$ cat src/rtl/bcd_serial_subtractor_if.sv
// Handshake and operand/result bundle for the serial BCD subtractor.
// master: the requester driving start and operands; slave: the subtractor.
interface bcd_serial_subtractor_if #(
    parameter int unsigned DIGITS = 4
);
    logic                  start;
    logic [4*DIGITS-1:0]   minuend;
    logic [4*DIGITS-1:0]   subtrahend;
    logic                  busy;
    logic                  done;
    logic [4*DIGITS-1:0]   difference;
    logic                  borrowOut;
    logic                  invalid;

    modport master (
        output start,
        output minuend,
        output subtrahend,
        input  busy,
        input  done,
        input  difference,
        input  borrowOut,
        input  invalid
    );

    modport slave (
        input  start,
        input  minuend,
        input  subtrahend,
        output busy,
        output done,
        output difference,
        output borrowOut,
        output invalid
    );
endinterface

$ cat src/rtl/bcd_serial_subtractor.sv
// Packed-BCD subtractor, one decimal digit per clock, LSD first.
// Result is (10^DIGITS + A - B) mod 10^DIGITS with a borrow flag; any operand
// digit above 9 makes the operation report invalid with a zero result.
module bcd_serial_subtractor #(
    parameter int unsigned DIGITS = 4
) (
    input  logic                    clk,
    input  logic                    rst_n,
    bcd_serial_subtractor_if.slave  bus
);
    localparam int unsigned W    = 4 * DIGITS;
    localparam int unsigned CntW = $clog2(DIGITS + 1);

    localparam logic [CntW-1:0] CntLast = CntW'(DIGITS - 1);
    // cnt == DIGITS marks the commit cycle between the last digit and FIN.
    localparam logic [CntW-1:0] CntCommit = CntW'(DIGITS);

    typedef enum logic [1:0] {StIdle, StCheck, StRun, StFin} state_e;

    state_e          state_q, state_d;
    logic [W-1:0]    a_q, a_d;
    logic [W-1:0]    b_q, b_d;
    logic [W-1:0]    shadow_q, shadow_d;
    logic            borrow_q, borrow_d;
    logic [CntW-1:0] cnt_q, cnt_d;
    logic            inv_path_q, inv_path_d;
    logic            busy_q, busy_d;
    logic            done_q, done_d;
    logic [W-1:0]    diff_q, diff_d;
    logic            borrow_out_q, borrow_out_d;
    logic            invalid_q, invalid_d;

    logic [4:0]      digit_diff;
    logic [3:0]      digit_res;

    // True when any digit of either operand is outside 0..9.
    function automatic logic has_bad_digit(input logic [W-1:0] a, input logic [W-1:0] b);
        logic bad;
        bad = 1'b0;
        for (int unsigned i = 0; i < DIGITS; i++) begin
            if (a[4*i +: 4] > 4'd9 || b[4*i +: 4] > 4'd9) begin
                bad = 1'b1;
            end
        end
        return bad;
    endfunction

    // Digit datapath: operands are shifted right, so the active digit is always at [3:0].
    always_comb begin
        digit_diff = {1'b0, a_q[3:0]} - {1'b0, b_q[3:0]} - {4'b0, borrow_q};
        // Negative result wraps mod 16; adding 10 then gives the decimal digit.
        digit_res  = digit_diff[4] ? (digit_diff[3:0] + 4'd10) : digit_diff[3:0];
    end

    // Next-state and registered-output logic of the control FSM.
    always_comb begin
        state_d      = state_q;
        a_d          = a_q;
        b_d          = b_q;
        shadow_d     = shadow_q;
        borrow_d     = borrow_q;
        cnt_d        = cnt_q;
        inv_path_d   = inv_path_q;
        busy_d       = busy_q;
        done_d       = 1'b0;
        diff_d       = diff_q;
        borrow_out_d = borrow_out_q;
        invalid_d    = invalid_q;

        case (state_q)
            StIdle: begin
                if (bus.start) begin
                    a_d        = bus.minuend;
                    b_d        = bus.subtrahend;
                    shadow_d   = '0;
                    borrow_d   = 1'b0;
                    cnt_d      = '0;
                    inv_path_d = 1'b0;
                    busy_d     = 1'b1;
                    state_d    = StCheck;
                end
            end
            StCheck: begin
                state_d = StRun;
                if (has_bad_digit(a_q, b_q)) begin
                    // Skip straight to the commit cycle so FIN lands two cycles after start.
                    inv_path_d = 1'b1;
                    cnt_d      = CntCommit;
                    busy_d     = 1'b0;
                end
            end
            StRun: begin
                if (cnt_q == CntCommit) begin
                    state_d = StFin;
                    done_d  = 1'b1;
                    if (inv_path_q) begin
                        diff_d       = '0;
                        borrow_out_d = 1'b0;
                        invalid_d    = 1'b1;
                    end else begin
                        diff_d       = shadow_q;
                        borrow_out_d = borrow_q;
                        invalid_d    = 1'b0;
                    end
                end else begin
                    // Result digits enter at the top and reach their slot after DIGITS shifts.
                    shadow_d = (shadow_q >> 4) | (W'(digit_res) << (W - 4));
                    a_d      = a_q >> 4;
                    b_d      = b_q >> 4;
                    borrow_d = digit_diff[4];
                    cnt_d    = cnt_q + 1'b1;
                    if (cnt_q == CntLast) begin
                        busy_d = 1'b0;
                    end
                end
            end
            StFin: begin
                state_d = StIdle;
            end
            default: begin
                state_d = StIdle;
            end
        endcase
    end

    // State and output registers; reset clears results and aborts any operation.
    always_ff @(posedge clk or negedge rst_n) begin
        if (!rst_n) begin
            state_q      <= StIdle;
            a_q          <= '0;
            b_q          <= '0;
            shadow_q     <= '0;
            borrow_q     <= 1'b0;
            cnt_q        <= '0;
            inv_path_q   <= 1'b0;
            busy_q       <= 1'b0;
            done_q       <= 1'b0;
            diff_q       <= '0;
            borrow_out_q <= 1'b0;
            invalid_q    <= 1'b0;
        end else begin
            state_q      <= state_d;
            a_q          <= a_d;
            b_q          <= b_d;
            shadow_q     <= shadow_d;
            borrow_q     <= borrow_d;
            cnt_q        <= cnt_d;
            inv_path_q   <= inv_path_d;
            busy_q       <= busy_d;
            done_q       <= done_d;
            diff_q       <= diff_d;
            borrow_out_q <= borrow_out_d;
            invalid_q    <= invalid_d;
        end
    end

    assign bus.busy       = busy_q;
    assign bus.done       = done_q;
    assign bus.difference = diff_q;
    assign bus.borrowOut  = borrow_out_q;
    assign bus.invalid    = invalid_q;
endmodule

$ cat src/flat_wrapper.sv
// flat-port wrapper written by rule: the top's interface ports become plain ports
module bcd_serial_subtractor_flat 
#(
    parameter int unsigned DIGITS = 4
)
  (clk, rst_n, bus_start, bus_minuend, bus_subtrahend, bus_busy, bus_done, bus_difference, bus_borrowOut, bus_invalid);
  bcd_serial_subtractor_if #(.DIGITS(DIGITS)) bus_i ();
  input  logic clk;
  input  logic rst_n;
  input wire logic [$bits(bus_i.start)-1:0] bus_start;
  input wire logic [$bits(bus_i.minuend)-1:0] bus_minuend;
  input wire logic [$bits(bus_i.subtrahend)-1:0] bus_subtrahend;
  output wire logic [$bits(bus_i.busy)-1:0] bus_busy;
  output wire logic [$bits(bus_i.done)-1:0] bus_done;
  output wire logic [$bits(bus_i.difference)-1:0] bus_difference;
  output wire logic [$bits(bus_i.borrowOut)-1:0] bus_borrowOut;
  output wire logic [$bits(bus_i.invalid)-1:0] bus_invalid;
  assign bus_i.start = bus_start;
  assign bus_i.minuend = bus_minuend;
  assign bus_i.subtrahend = bus_subtrahend;
  assign bus_busy = bus_i.busy;
  assign bus_done = bus_i.done;
  assign bus_difference = bus_i.difference;
  assign bus_borrowOut = bus_i.borrowOut;
  assign bus_invalid = bus_i.invalid;
  bcd_serial_subtractor #(.DIGITS(DIGITS)) u_core (.clk(clk), .rst_n(rst_n), .bus(bus_i));
endmodule
$ cat config.mk
export PLATFORM = sky130hd
export DESIGN_NAME = bcd_serial_subtractor_flat
export DESIGN_NICKNAME = d
export VERILOG_FILES = /design/src/rtl/bcd_serial_subtractor_if.sv /design/src/rtl/bcd_serial_subtractor.sv /design/src/flat_wrapper.sv
export SDC_FILE = /design/constraint.sdc
export NUM_CORES = 1
export LEC_CHECK = 0
export CAP_MARGIN = 20
export CORE_ASPECT_RATIO = 2
export CORE_MARGIN = 2
export CORE_UTILIZATION = 25
export CTS_BUF_LIST = sky130_fd_sc_hd__clkbuf_16
export DETAILED_ROUTE_END_ITERATION = 10
export GPL_TIMING_DRIVEN = 0
export HOLD_SLACK_MARGIN = 0.1
export PLACE_DENSITY = 0.52
export SYNTH_ARGS = -nofsm -noshare
export SYNTH_HDL_FRONTEND = slang
export SYNTH_SLANG_ARGS = --single-unit
$ cat constraint.sdc
create_clock -name clk -period 3.9 [get_ports clk]
set_input_delay 0.78 -clock clk [delete_from_list [all_inputs] [get_ports clk]]
set_output_delay 0.78 -clock clk [all_outputs]
set_load 0.01 [all_outputs]
# After elaboration in Yosys (flattened, before gate mapping)
# Cells that the tools add are included.
# word_totals
regBits	75
in_bits	35
output_inout_bits	20
word_cells	86
# op_classes
n_addsub	4
order_cmp	8
n_eq_ne	10
mux	37
bitwise_logic	1
n_reduce_logical	14
# ops
cell	n
two-way mux 16 bit	7
one-hot mux 16 bit (2 select lines)	3
greater-than comparator 4 bit, second input constant	8
two-way mux 1 bit	16
bitwise OR 12 x 16 -> 16 bit	1
two-way mux 3 bit	3
one-hot mux 3 bit (3 select lines)	1
one-hot mux 2 bit (4 select lines)	1
!= test 2 x 1 -> 1 bit, second input constant	3
AND reduction 3 bit	2
AND reduction 5 bit	1
subtractor 4 x 4 -> 5 bit	1
subtractor 5 x 1 -> 5 bit	1
adder 4 bit, second input constant	1
== test 2 bit, second input constant	2
logical OR 1 bit	4
two-way mux 2 bit	2
two-way mux 4 bit	1
!= test 2 bit, second input constant	2
one-hot mux 1 bit (2 select lines)	2
AND reduction 2 bit	2
AND reduction 4 bit	1
nonzero test 2 bit	2
adder 3 x 1 -> 3 bit, second input constant	1
6 further kinds	6

# Depth between registers and ports, before layout
# depth
ltp_word	9
ltp_mapped	9
ltp_nobuf	9

# Worst setup path after synthesis
# Ideal clock, no wire load.
# synth_timing
path_type	reg-to-reg
from	register u_core.borrow_q
to	register u_core.shadow_q[13]
setup_time_ps	83
arrival_time_ps	2182
required_ps	3817
path_slack_ps	1635
path_stages_with_launch	9
path_buffers	0
period_less_slack_ps	2265
path_cell_list	dfrtp_1 inv_1 fa_1 fa_1 nand2b_1 a211o_1 and2_1 xor2_1 o21ai_0
# synth_between
elab_chain_cells	6
# synth_rtl
item	line_no	text
start, declared	bcd_serial_subtractor.sv:24	logic borrow_q, borrow_d;
start signal, assigned	bcd_serial_subtractor.sv:146	borrow_q <= borrow_d;
subtractor 5 x 1 -> 5 bit *	bcd_serial_subtractor.sv:50	digit_diff = {1'b0, a_q[3:0]} - {1'b0, b_q[3:0]} - {4'b0, borrow_q};
adder 4 bit	bcd_serial_subtractor.sv:52	digit_res = digit_diff[4] ? (digit_diff[3:0] + 4'd10) : digit_diff[3:0];
two-way mux 4 bit *	bcd_serial_subtractor.sv:52	
bitwise OR 12 x 16 -> 16 bit *	bcd_serial_subtractor.sv:107	shadow_d = (shadow_q >> 4) | (W'(digit_res) << (W - 4));
two-way mux 16 bit *	bcd_serial_subtractor.sv:93	if (cnt_q == CntCommit) begin
one-hot mux 16 bit (2 select lines) *	bcd_serial_subtractor.sv:70	case (state_q)
end signal, assigned	bcd_serial_subtractor.sv:145	shadow_q <= shadow_d;
end, declared	bcd_serial_subtractor.sv:23	logic [W-1:0] shadow_q, shadow_d;
# Mark *: on every way between the ends. The rest lies on a longest branch, timed or not. The select of a mux whose other input is x is not followed.
# A chain may end at the register's enable or synchronous reset.

# Final worst setup path
# layout_timing
from	register u_core.borrow_q
to	register u_core.shadow_q[14]
# The elaborated chain is that of the path after synthesis.

==> metrics.md <==
| Metric | Value |
|---|---|
| Outcome | complete, no violations |
| Gr usage total | 0.119 |
| Most used standard cells in the synthesized netlist | 94 x nand2_1, 75 x dfrtp_1, 51 x o21ai_0 |
| Slew of the pin with the lowest slew margin | 0.736 ns |
| Yosys cell types | 34 |
| Area of the core | 14200 um2 |
| PwrDens | 798 nW/um2 |
| Initial core utilization | 0.254 |
| Max-slew headroom | 0.509 |
| Avg Inst Size Synth | 9.61 um2 |
| Largest net degree at the start of global routing | 69 |
| Post-DR wirelength/cell | 13.3 um |
| Final antenna diode count | 0 |
| Global-route wire length before repair | 14200 um |
| Num ports | 55 |
| Post-synth top area cell | dfrtp_1 |
| Post-synth EDFFs | 0 |
| Post-synthesis cell area | 3600 um2 |
| CP cell instances | inv_1, fa_1, fa_1, nand2b_1, a31oi_1, and2_1, mux2i_1, o21ai_0 |
| Vias in the first global route | 2746 |
| Final-report setup violation count | 0 |
| Die area | 15500 um2 |
| WP data required | 4.10 ns |
| Final period util | 0.639 |
| Detailed Route WL | 8450 um |
| Most frequent CP cell | fa_1 |
| CTS Hold Bufs | 0 |
| Max Cap Viol | 0 |
| Post-CTS Setup Bufs | 0 |
| Post-route DRC | 0 |
| FMAX | 401 MHz |
| Worst vdd ir | 0.000289 V |
| Startpoint types | flop |
| CP peak stage delay | 0.49 ns |
| Ratio of cells with drive above 1 in the final layout | 0.0584 |
| CTS Buf Count | 9 |
| Final nets | 492 |
| Post-Syn Instances | 375 |
| Grt total ovfl | 0 |
| Synth Register Bits | 75 |
| Share of the synthesized area in the top cell type | 0.521 |
| Leak | 2.09 nW |
| Fill cell count | 1512 |
| Ys Warns | 0 |
| Die height | 174 um |
| Antenna violations before repair | 0 |
| R2R setup slack | 1.41 ns |
| Critical path's slowest cell | fa_1 |
| Final Power | 3.73 mW |
| Clock-pin slew on the worst setup and hold paths | 0.06 ns |
| Clock latency on the worst-skew pair | 0.33 ns |
| IO buf count | 54 |
| RSZ-0062 raised after global routing | false |
| DRT iter0 DRCs | 119 |
| CTS tree | built |
| Via count | 2742 |
| Synth top area cells | dfrtp_1 52%, nand2_1 9.8%, mux2i_1 8.1% |
| Seq/Total Area, Yosys | 0.521 |
| Most common cell in the synthesized netlist | nand2_1 |
| HPWL Detailed | 6210 um |
| Top layer in use | met4 |
| Hold slack | 0.275 ns |
| Hold Fails Final Rpt | 0 |
| Crit path kind | reg2reg |
| Vias per inst | 4.30 |
| Met3 routed WL | 300 um |
| P&R area growth vs syn | 29.6% |
| H-Tree Depth | 3 |
| Synthesized Nets | 426 |
| Cts repair resizes | 0 |
| Worst Skew | 0.00589 ns |
| TritonRoute pass-1 iters | 4 |
| ANT nets after route | 0 |
| Final core occ | 0.329 |
| CTS Buffer Depth | 2 |
| Clk sinks | 75 |
| Worst min path class | in2async |
| Count of pins over their slew limit | 0 |
| Clock root cell | clkbuf_16 |
| Core Rows | 62 |
| Routability cong. | 0.753 |
| Worst EP arrival | 2.69 ns |
| WL met2 | 4040 um |
| Max FO, Critical Path | 3 |
| Crit end category | flop |
| Final min period | 2.49 ns |
| Top_reg_cell synth | dfrtp_1 |
| Asr flop ratio synth | 1.00 |
| Wl on met1 | 3970 um |
| Setup tns final | 0 ns |
| Die boundary width | 88.9 um |
## flip-flops by register name, indices dropped and copies added, names as in the netlist
register	count
u_core.bus.difference	16
u_core.b_q	16
u_core.shadow_q	16
u_core.cnt_q	3
u_core.bus.done	1
u_core.bus.invalid	1
u_core.a_q	16
u_core.bus.borrowOut	1
u_core.state_q	2
u_core.borrow_q	1
u_core.inv_path_q	1
u_core.bus.busy	1
## placed cells by master, fill, tap and decap left out, types with 5 or more instances in the layout
cell type / netlist / final
clkbuf_16: 0 / 9
clkbuf_1: 12 / 12
o21ai_1: 6 / 6
ha_1: 14 / 14
mux2i_1: 29 / 29
dfrtp_1: 75 / 75
buf_2: 5 / 5
nand2_1: 94 / 94
inv_1: 15 / 17
nand2b_1: 18 / 18
clkdlybuf4s50_1: 0 / 53
nand3_1: 23 / 23
o21ai_0: 51 / 51
## report_power, final
group | switching, mW | internal, mW | leakage, nW
registers | 0.193 | 1.05 | 0.982
logic | 1.01 | 0.737 | 0.979
clock network | 0.314 | 0.422 | 0.132
total | 1.52 | 2.21 | 2.09
## logic make-up after synthesis
logic type / after synthesis / share of synthesized area
flip-flops: 75 / 0.521
AND/OR/NAND/NOR: 147 / 0.184
XOR/XNOR: 5 / 0.0122
multiplexers: 29 / 0.0805
adder cells (fa/ha/maj): 16 / 0.0597
buffers and inverters: 37 / 0.0444
AO/OA/AOI/OAI: 66 / 0.0989
## per-layer routing
| metal | vias up | track usage |
|---|---|---|
| met5 | - | 0 |
| met4 | 0 | 0.0379 |
| met3 | 11 | 0.0252 |
| met2 | 58 | 0.183 |
| met1 | 1284 | 0.166 |
| li1 | 1389 | - |
## stage by stage
step,worst slack [ns],area (um2),instances
floorplan,1.64,3600,375
global placement,-0.816,4390,621
detailed placement,1.42,4410,622
global route,1.22,4670,637
finish,1.41,4670,637
CTS,1.40,4670,637
## worst max-delay path, delay by kind of cell (launching register included)
family / cells / cell delay, ns
adders and majority gates: 2 / 0.96
and+or+nand+nor: 2 / 0.44
DFF: 1 / 0.32
AOI/OAI and AO/OA: 2 / 0.32
muxes: 1 / 0.23
buffers and inverters: 1 / 0.10
## final cells by class
| type | instances | area (um2) | area share |
|---|---|---|---|
| Sequential cell | 75 | 1880 | 0.402 |
| Multi-Input combinational cell | 263 | 1570 | 0.336 |
| Timing Repair Buffer | 55 | 566 | 0.121 |
| Tap cell | 192 | 240 | 0.0514 |
| Clock buffer | 9 | 225 | 0.0482 |
| Buffer | 21 | 100 | 0.0214 |
| Inverter | 16 | 60.1 | 0.0129 |
| Clock inverter | 6 | 36.3 | 0.00777 |
## final timing paths
kind,from,to,cells past startpoint
worst max-delay path,u_core.borrow_q,u_core.shadow_q[14],8
worst min-delay path,rst_n,u_core.a_q[1],1
worst max register to register,u_core.borrow_q,u_core.shadow_q[14],8
worst min register to register,u_core.shadow_q[1],u_core.shadow_q[1],2
max in group asynchronous,rst_n,u_core.bus.difference[4],2
min in group clk,u_core.shadow_q[1],u_core.shadow_q[1],2
(Power assumes the default switching activity.)
==> patch 1, RTL diff (config.mk and constraints unchanged) <==
Re-encode `state_e` (4 states) as one-hot, 4 bits wide.
--- a/src/rtl/bcd_serial_subtractor.sv
+++ b/src/rtl/bcd_serial_subtractor.sv
@@ -17,3 +17,3 @@
 
-    typedef enum logic [1:0] {StIdle, StCheck, StRun, StFin} state_e;
+    typedef enum logic [3:0] {StIdle = 4'b0001, StCheck = 4'b0010, StRun = 4'b0100, StFin = 4'b1000} state_e;
 
Formal check against the unedited RTL: same outputs for any inputs over 10 cycles, from zero or initial values and one cycle with rst_n low; not proved beyond that.
==> patch 1 against the original RTL <==
  * Die area barely moved
  * Total power decreased by 9.0%
  * Clock power rose by 4.9%
  * Cell area grew 0.29%
  * Setup slack gained 0.097 ns
  * Cell count is 0.63% lower
  * Sequential cell count is 2 higher
  * Global-route usage is 0.15 points higher
  * Non-clock buffer count shrank 2
  * Sequential share of layout area grew 0.98 points
  * Synthesized area is essentially flat
  * Routed wire length rose by 2.4%
  * Critical endpoint is now u_core.shadow_q[13]$_DFFE_PN0P_
==> patch 1: results (changes against the original RTL) <==
synth:
  synth_compound_area_share_pct: 9.90  # was 9.89%
  synth_area_leaders: "dfrtp_1 (53%), nand2_1 (11%), mux2i_1 (6.9%)"  # was dfrtp_1 (52%), nand2_1 (9.8%), mux2i_1 (8.1%)
  yosysSeqAreaShare_pct: 53.5  # was 52.1%
cells_and_area:
  nets: 483  # was 492
  drive_above_1_share_pct: 8.62  # was 5.84%
  inverters: 15  # was 16
  clock_area_share_pct: 5.90  # was 5.60%
  fillerInstances: 1484  # was 1512
  n_multi_input_combinational_cell: 259  # was 263
placed_design:
  hpwlAfterDp_microns: 6330  # was 6210 microns
  number_of_instances_in_the_placed_design: 617  # was 622
detailed_routing:
  wire_per_inst_microns: 13.7  # was 13.3 microns
  drt_wl_total_microns: 8650  # was 8450 microns
power_and_ir_drop:
  ir_drop_mv: 0.301  # was 0.289 mV
  power.leakage_nw: 2.07  # was 2.09 nW
  power_report.internal_total_mw: 2.06  # was 2.21 mW
  power_combinational_mw: 1.40  # was 1.75 mW
  combPwrFrac_pct: 41.2  # was 46.9%
  p_clk_share_pct: 22.7  # was 19.7%
global_routing:
  grt_start_max_net_pins: 68  # was 69
  overall_global_routing_resource_usage_pct: 12.0  # was 11.9%
  grt_pass1_wl_microns: 14300  # was 14200 microns
outcome:
  outcome: "finished, final reports clean"  # unchanged
timing:
  whs_ns: 0.284  # was 0.275 ns
  worst_clock_skew_ns: 0.00650  # was 0.00589 ns
setup_path:
  reg2reg_setup_slack_ns: 1.50  # was 1.41 ns
  r2r-end: "u_core.shadow_q[13]$_DFFE_PN0P_"  # was u_core.shadow_q[14]$_DFFE_PN0P_
patch 1: worst max-delay path: stages (launching register included):
cell,delay (ns)
dfrtp_1,0.34
inv_1,0.08
fa_1,0.48
fa_1,0.47
nand2b_1,0.17
a211o_1,0.30
and2_1,0.20
xor2_1,0.15
o21ai_1,0.13
patch 1: worst max path at each step:
stage | end | slack [ns] | from
floorplan | u_core.shadow_q[14]$_DFFE_PN0P_ | 1.63 | u_core.borrow_q$_DFFE_PN0P_
CTS | u_core.shadow_q[13]$_DFFE_PN0P_ | 1.48 | u_core.borrow_q$_DFFE_PN0P_
global route | u_core.shadow_q[14]$_DFFE_PN0P_ | 1.34 | u_core.borrow_q$_DFFE_PN0P_
detailed placement | u_core.shadow_q[12]$_DFFE_PN0P_ | 1.33 | bus_start
finish | u_core.shadow_q[13]$_DFFE_PN0P_ | 1.50 | u_core.borrow_q$_DFFE_PN0P_
global placement | u_core.bus.difference[2]$_DFFE_PN0P_ | -0.82 | rst_n
==> patch 2, RTL diff (same settings) <==
Without the edit above. `DIGITS` is set to 4 in 3 places; all go to 2.
--- a/src/rtl/bcd_serial_subtractor_if.sv
+++ b/src/rtl/bcd_serial_subtractor_if.sv
@@ -3,3 +3,3 @@
 interface bcd_serial_subtractor_if #(
-    parameter int unsigned DIGITS = 4
+    parameter int unsigned DIGITS = 2
 );
--- a/src/rtl/bcd_serial_subtractor.sv
+++ b/src/rtl/bcd_serial_subtractor.sv
@@ -4,3 +4,3 @@
 module bcd_serial_subtractor #(
-    parameter int unsigned DIGITS = 4
+    parameter int unsigned DIGITS = 2
 ) (
--- a/src/flat_wrapper.sv
+++ b/src/flat_wrapper.sv
@@ -3,3 +3,3 @@
 #(
-    parameter int unsigned DIGITS = 4
+    parameter int unsigned DIGITS = 2
 )
Ports: changed (resized bus_difference, bus_minuend and bus_subtrahend); port bits go from 55 to 31. The function was not compared with the original's and may differ.
==> patch 2 against the original RTL <==
  * Non-clock buffer count fell by 38
  * Sequential cell count fell by 33
  * Total power fell by 36%
  * Routed wire length fell by 48%
  * Clock power fell by 37%
  * Synthesized area fell by 42%
  * Setup slack improved by 0.062 ns
  * Cell area fell by 42%
  * Clock skew rose by 0.00094 ns
  * Critical path depth did not move
  * Critical endpoint is now u_core.shadow_q[6]$_DFFE_PN0P_
  * Largest cell class unchanged
==> patch 2: results (changes against the original RTL) <==
outcome:
  outcome: "finished, final reports clean"  # unchanged
detailed_routing:
  detailedRoute.firstIterationViolations: 51  # was 119
  wire_per_inst_microns: 12.9  # was 13.3 microns
  viasPerCell: 4.56  # was 4.30
cells_and_area:
  layout.buffer.nonclock.area_share_pct: 13.0  # was 14.2%
  final.signal_buffer_count: 38  # was 76
  drive_above_1_share_pct: 7.05  # was 5.84%
  clock_area_share_pct: 6.14  # was 5.60%
  fillerInstances: 841  # was 1512
  antenna-diode-count: 0  # unchanged
  seq_share_pct: 38.8  # was 40.2%
  n_multi_input_combinational_cell: 136  # was 263
  multi_input_area_share_pct: 35.2  # was 33.6%
  nets: 275  # was 492
  inverters: 17  # was 16
setup_path:
  slowest_stage: "fa_1"  # unchanged
  r2r_cells: 8  # unchanged
  slowest_delay_ns: 0.48
  reg2reg_from: "u_core.borrow_q$_DFFE_PN0P_"  # unchanged
  cp_top_family: "adder cells"  # unchanged
  reg2reg_setup_slack_ns: 1.47  # was 1.41 ns
  critical_path_arrival_ns: 2.59  # was 2.69 ns
  crit_path_max_fanout: 3  # unchanged
  r2r-end: "u_core.shadow_q[6]$_DFFE_PN0P_"  # was u_core.shadow_q[14]$_DFFE_PN0P_
clocking:
  clkSinkCount: 42  # was 75
  h-tree-depth: 2  # was 3
  clock_latency_ns: 0.28  # was 0.33 ns
  number_of_clock_buffers_inserted_by_tritoncts: 5  # was 9
  cts_repair_resize_count: 0  # unchanged
  root_buffer: "clkbuf_16"  # unchanged
global_routing:
  grt_pass1_wl_microns: 7820  # was 14200 microns
  overall_global_routing_resource_usage_pct: 11.1  # was 11.9%
  number_of_antenna_violations_at_the_first_check_in_global_routing: 0  # unchanged
  grt_pass1_vias: 1712  # was 2746
  grt_start_max_net_pins: 39  # was 69
synth:
  postSynth.asyncResetShare_pct: 100  # unchanged
  mappedNetlistNets: 237  # was 426
  synth_area_leaders: "dfrtp_1 (50%), ha_1 (8.3%), o21ai_0 (6.7%)"  # was dfrtp_1 (52%), nand2_1 (9.8%), mux2i_1 (8.1%)
  yosysSeqAreaShare_pct: 49.9  # was 52.1%
  synth.distinct_cells: 32  # was 34
  synth_commonest_cells: "dfrtp_1 (42), nand2_1 (31), o21ai_0 (28), inv_1 (17), ha_1 (14)"  # was nand2_1 (94), dfrtp_1 (75), o21ai_0 (51), mux2i_1 (29), nand3_1 (23)
placed_design:
  place.port_buffers: 30  # was 54
  hpwlAfterDp_microns: 3380  # was 6210 microns
  gpl.final_weighted_congestion: 0.755  # was 0.753
timing:
  worst_clock_skew_ns: 0.00682  # was 0.00589 ns
  max_slew.worst_pin.slew_ns: 0.592  # was 0.736 ns
  slew_violations: 0  # unchanged
power_and_ir_drop:
  power.leakage_nw: 1.24  # was 2.09 nW
  ir_drop_mv: 0.298  # was 0.289 mV
  power_switching_share_pct: 38.6  # was 40.7%
## patch 2: cell count changes after synthesis, moves of 12 or more
cell / before / now
o21ai_0: 51 / 28
dfrtp_1: 75 / 42
a22o_1: 0 / 12
mux2i_1: 29 / 12
nand2_1: 94 / 31
nand3_1: 23 / 1
nand2b_1: 18 / 6
## patch 2: logic make-up (layout without fill, tap and decap cells)
| logic type | Yosys count | in the layout | share of synthesized area [%] |
|---|---|---|---|
| flops | 42 | 42 | 49.9 |
| xor+xnor | 5 | 5 | 2.08 |
| simple gates | 52 | 52 | 12.1 |
| fa+ha+maj | 16 | 16 | 10.2 |
| buf+inv | 24 | 63 | 4.75 |
| compound gates | 51 | 51 | 15.2 |
| mux | 12 | 12 | 5.70 |
## patch 2: through the flow
stage / std cells / total power, mW / hold WS [ns] / worst slack (ns) / area, sq um
2_1_floorplan: 202 / 1.58 / 0.450 / 1.64 / 2110
3_3_place_gp: 330 / 1.92 / 0.460 / 0.863 / 2530
3_5_place_dp: 331 / 1.95 / 0.470 / 1.46 / 2540
4_1_cts: 339 / 2.43 / 0.310 / 1.44 / 2710
5_1_grt: 339 / 2.63 / 0.317 / 1.26 / 2710
6_report: 339 / 2.38 / 0.317 / 1.47 / 2710
## patch 2: worst max-delay path by stage
stage | endpoint | slack [ns] | from | cells past startpoint
detailed placement | u_core.shadow_q[6]$_DFFE_PN0P_ | 1.46 | u_core.borrow_q$_DFFE_PN0P_ | 8
finish | u_core.shadow_q[6]$_DFFE_PN0P_ | 1.47 | u_core.borrow_q$_DFFE_PN0P_ | 8
CTS | u_core.shadow_q[6]$_DFFE_PN0P_ | 1.44 | u_core.borrow_q$_DFFE_PN0P_ | 8
global route | u_core.shadow_q[6]$_DFFE_PN0P_ | 1.26 | u_core.borrow_q$_DFFE_PN0P_ | 8
floorplan | u_core.shadow_q[6]$_DFFE_PN0P_ | 1.64 | u_core.borrow_q$_DFFE_PN0P_ | 8
global placement | u_core.b_q[6]$_DFFE_PN0P_ | 0.86 | rst_n | 1
## patch 2: power groups by stage
stage | sequential [mW] | combinational (mW) | clock, mW
floorplan | 0.718 | 0.863 | 0
global placement | 0.727 | 1.19 | 0
detailed placement | 0.733 | 1.22 | 0
CTS | 0.724 | 1.22 | 0.483
global route | 0.745 | 1.38 | 0.500
finish | 0.721 | 1.19 | 0.465
## patch 2: metal layers
| metal | share of wire (%) | vias up | track usage (%) |
|---|---|---|---|
| li1 | - | 762 | - |
| met1 | 41 | 749 | 12.6 |
| met2 | 55 | 32 | 19.7 |
| met3 | 2.7 | 4 | 2.18 |
| met4 | 1.7 | 0 | 4.25 |
| met5 | 0 | - | 0 |
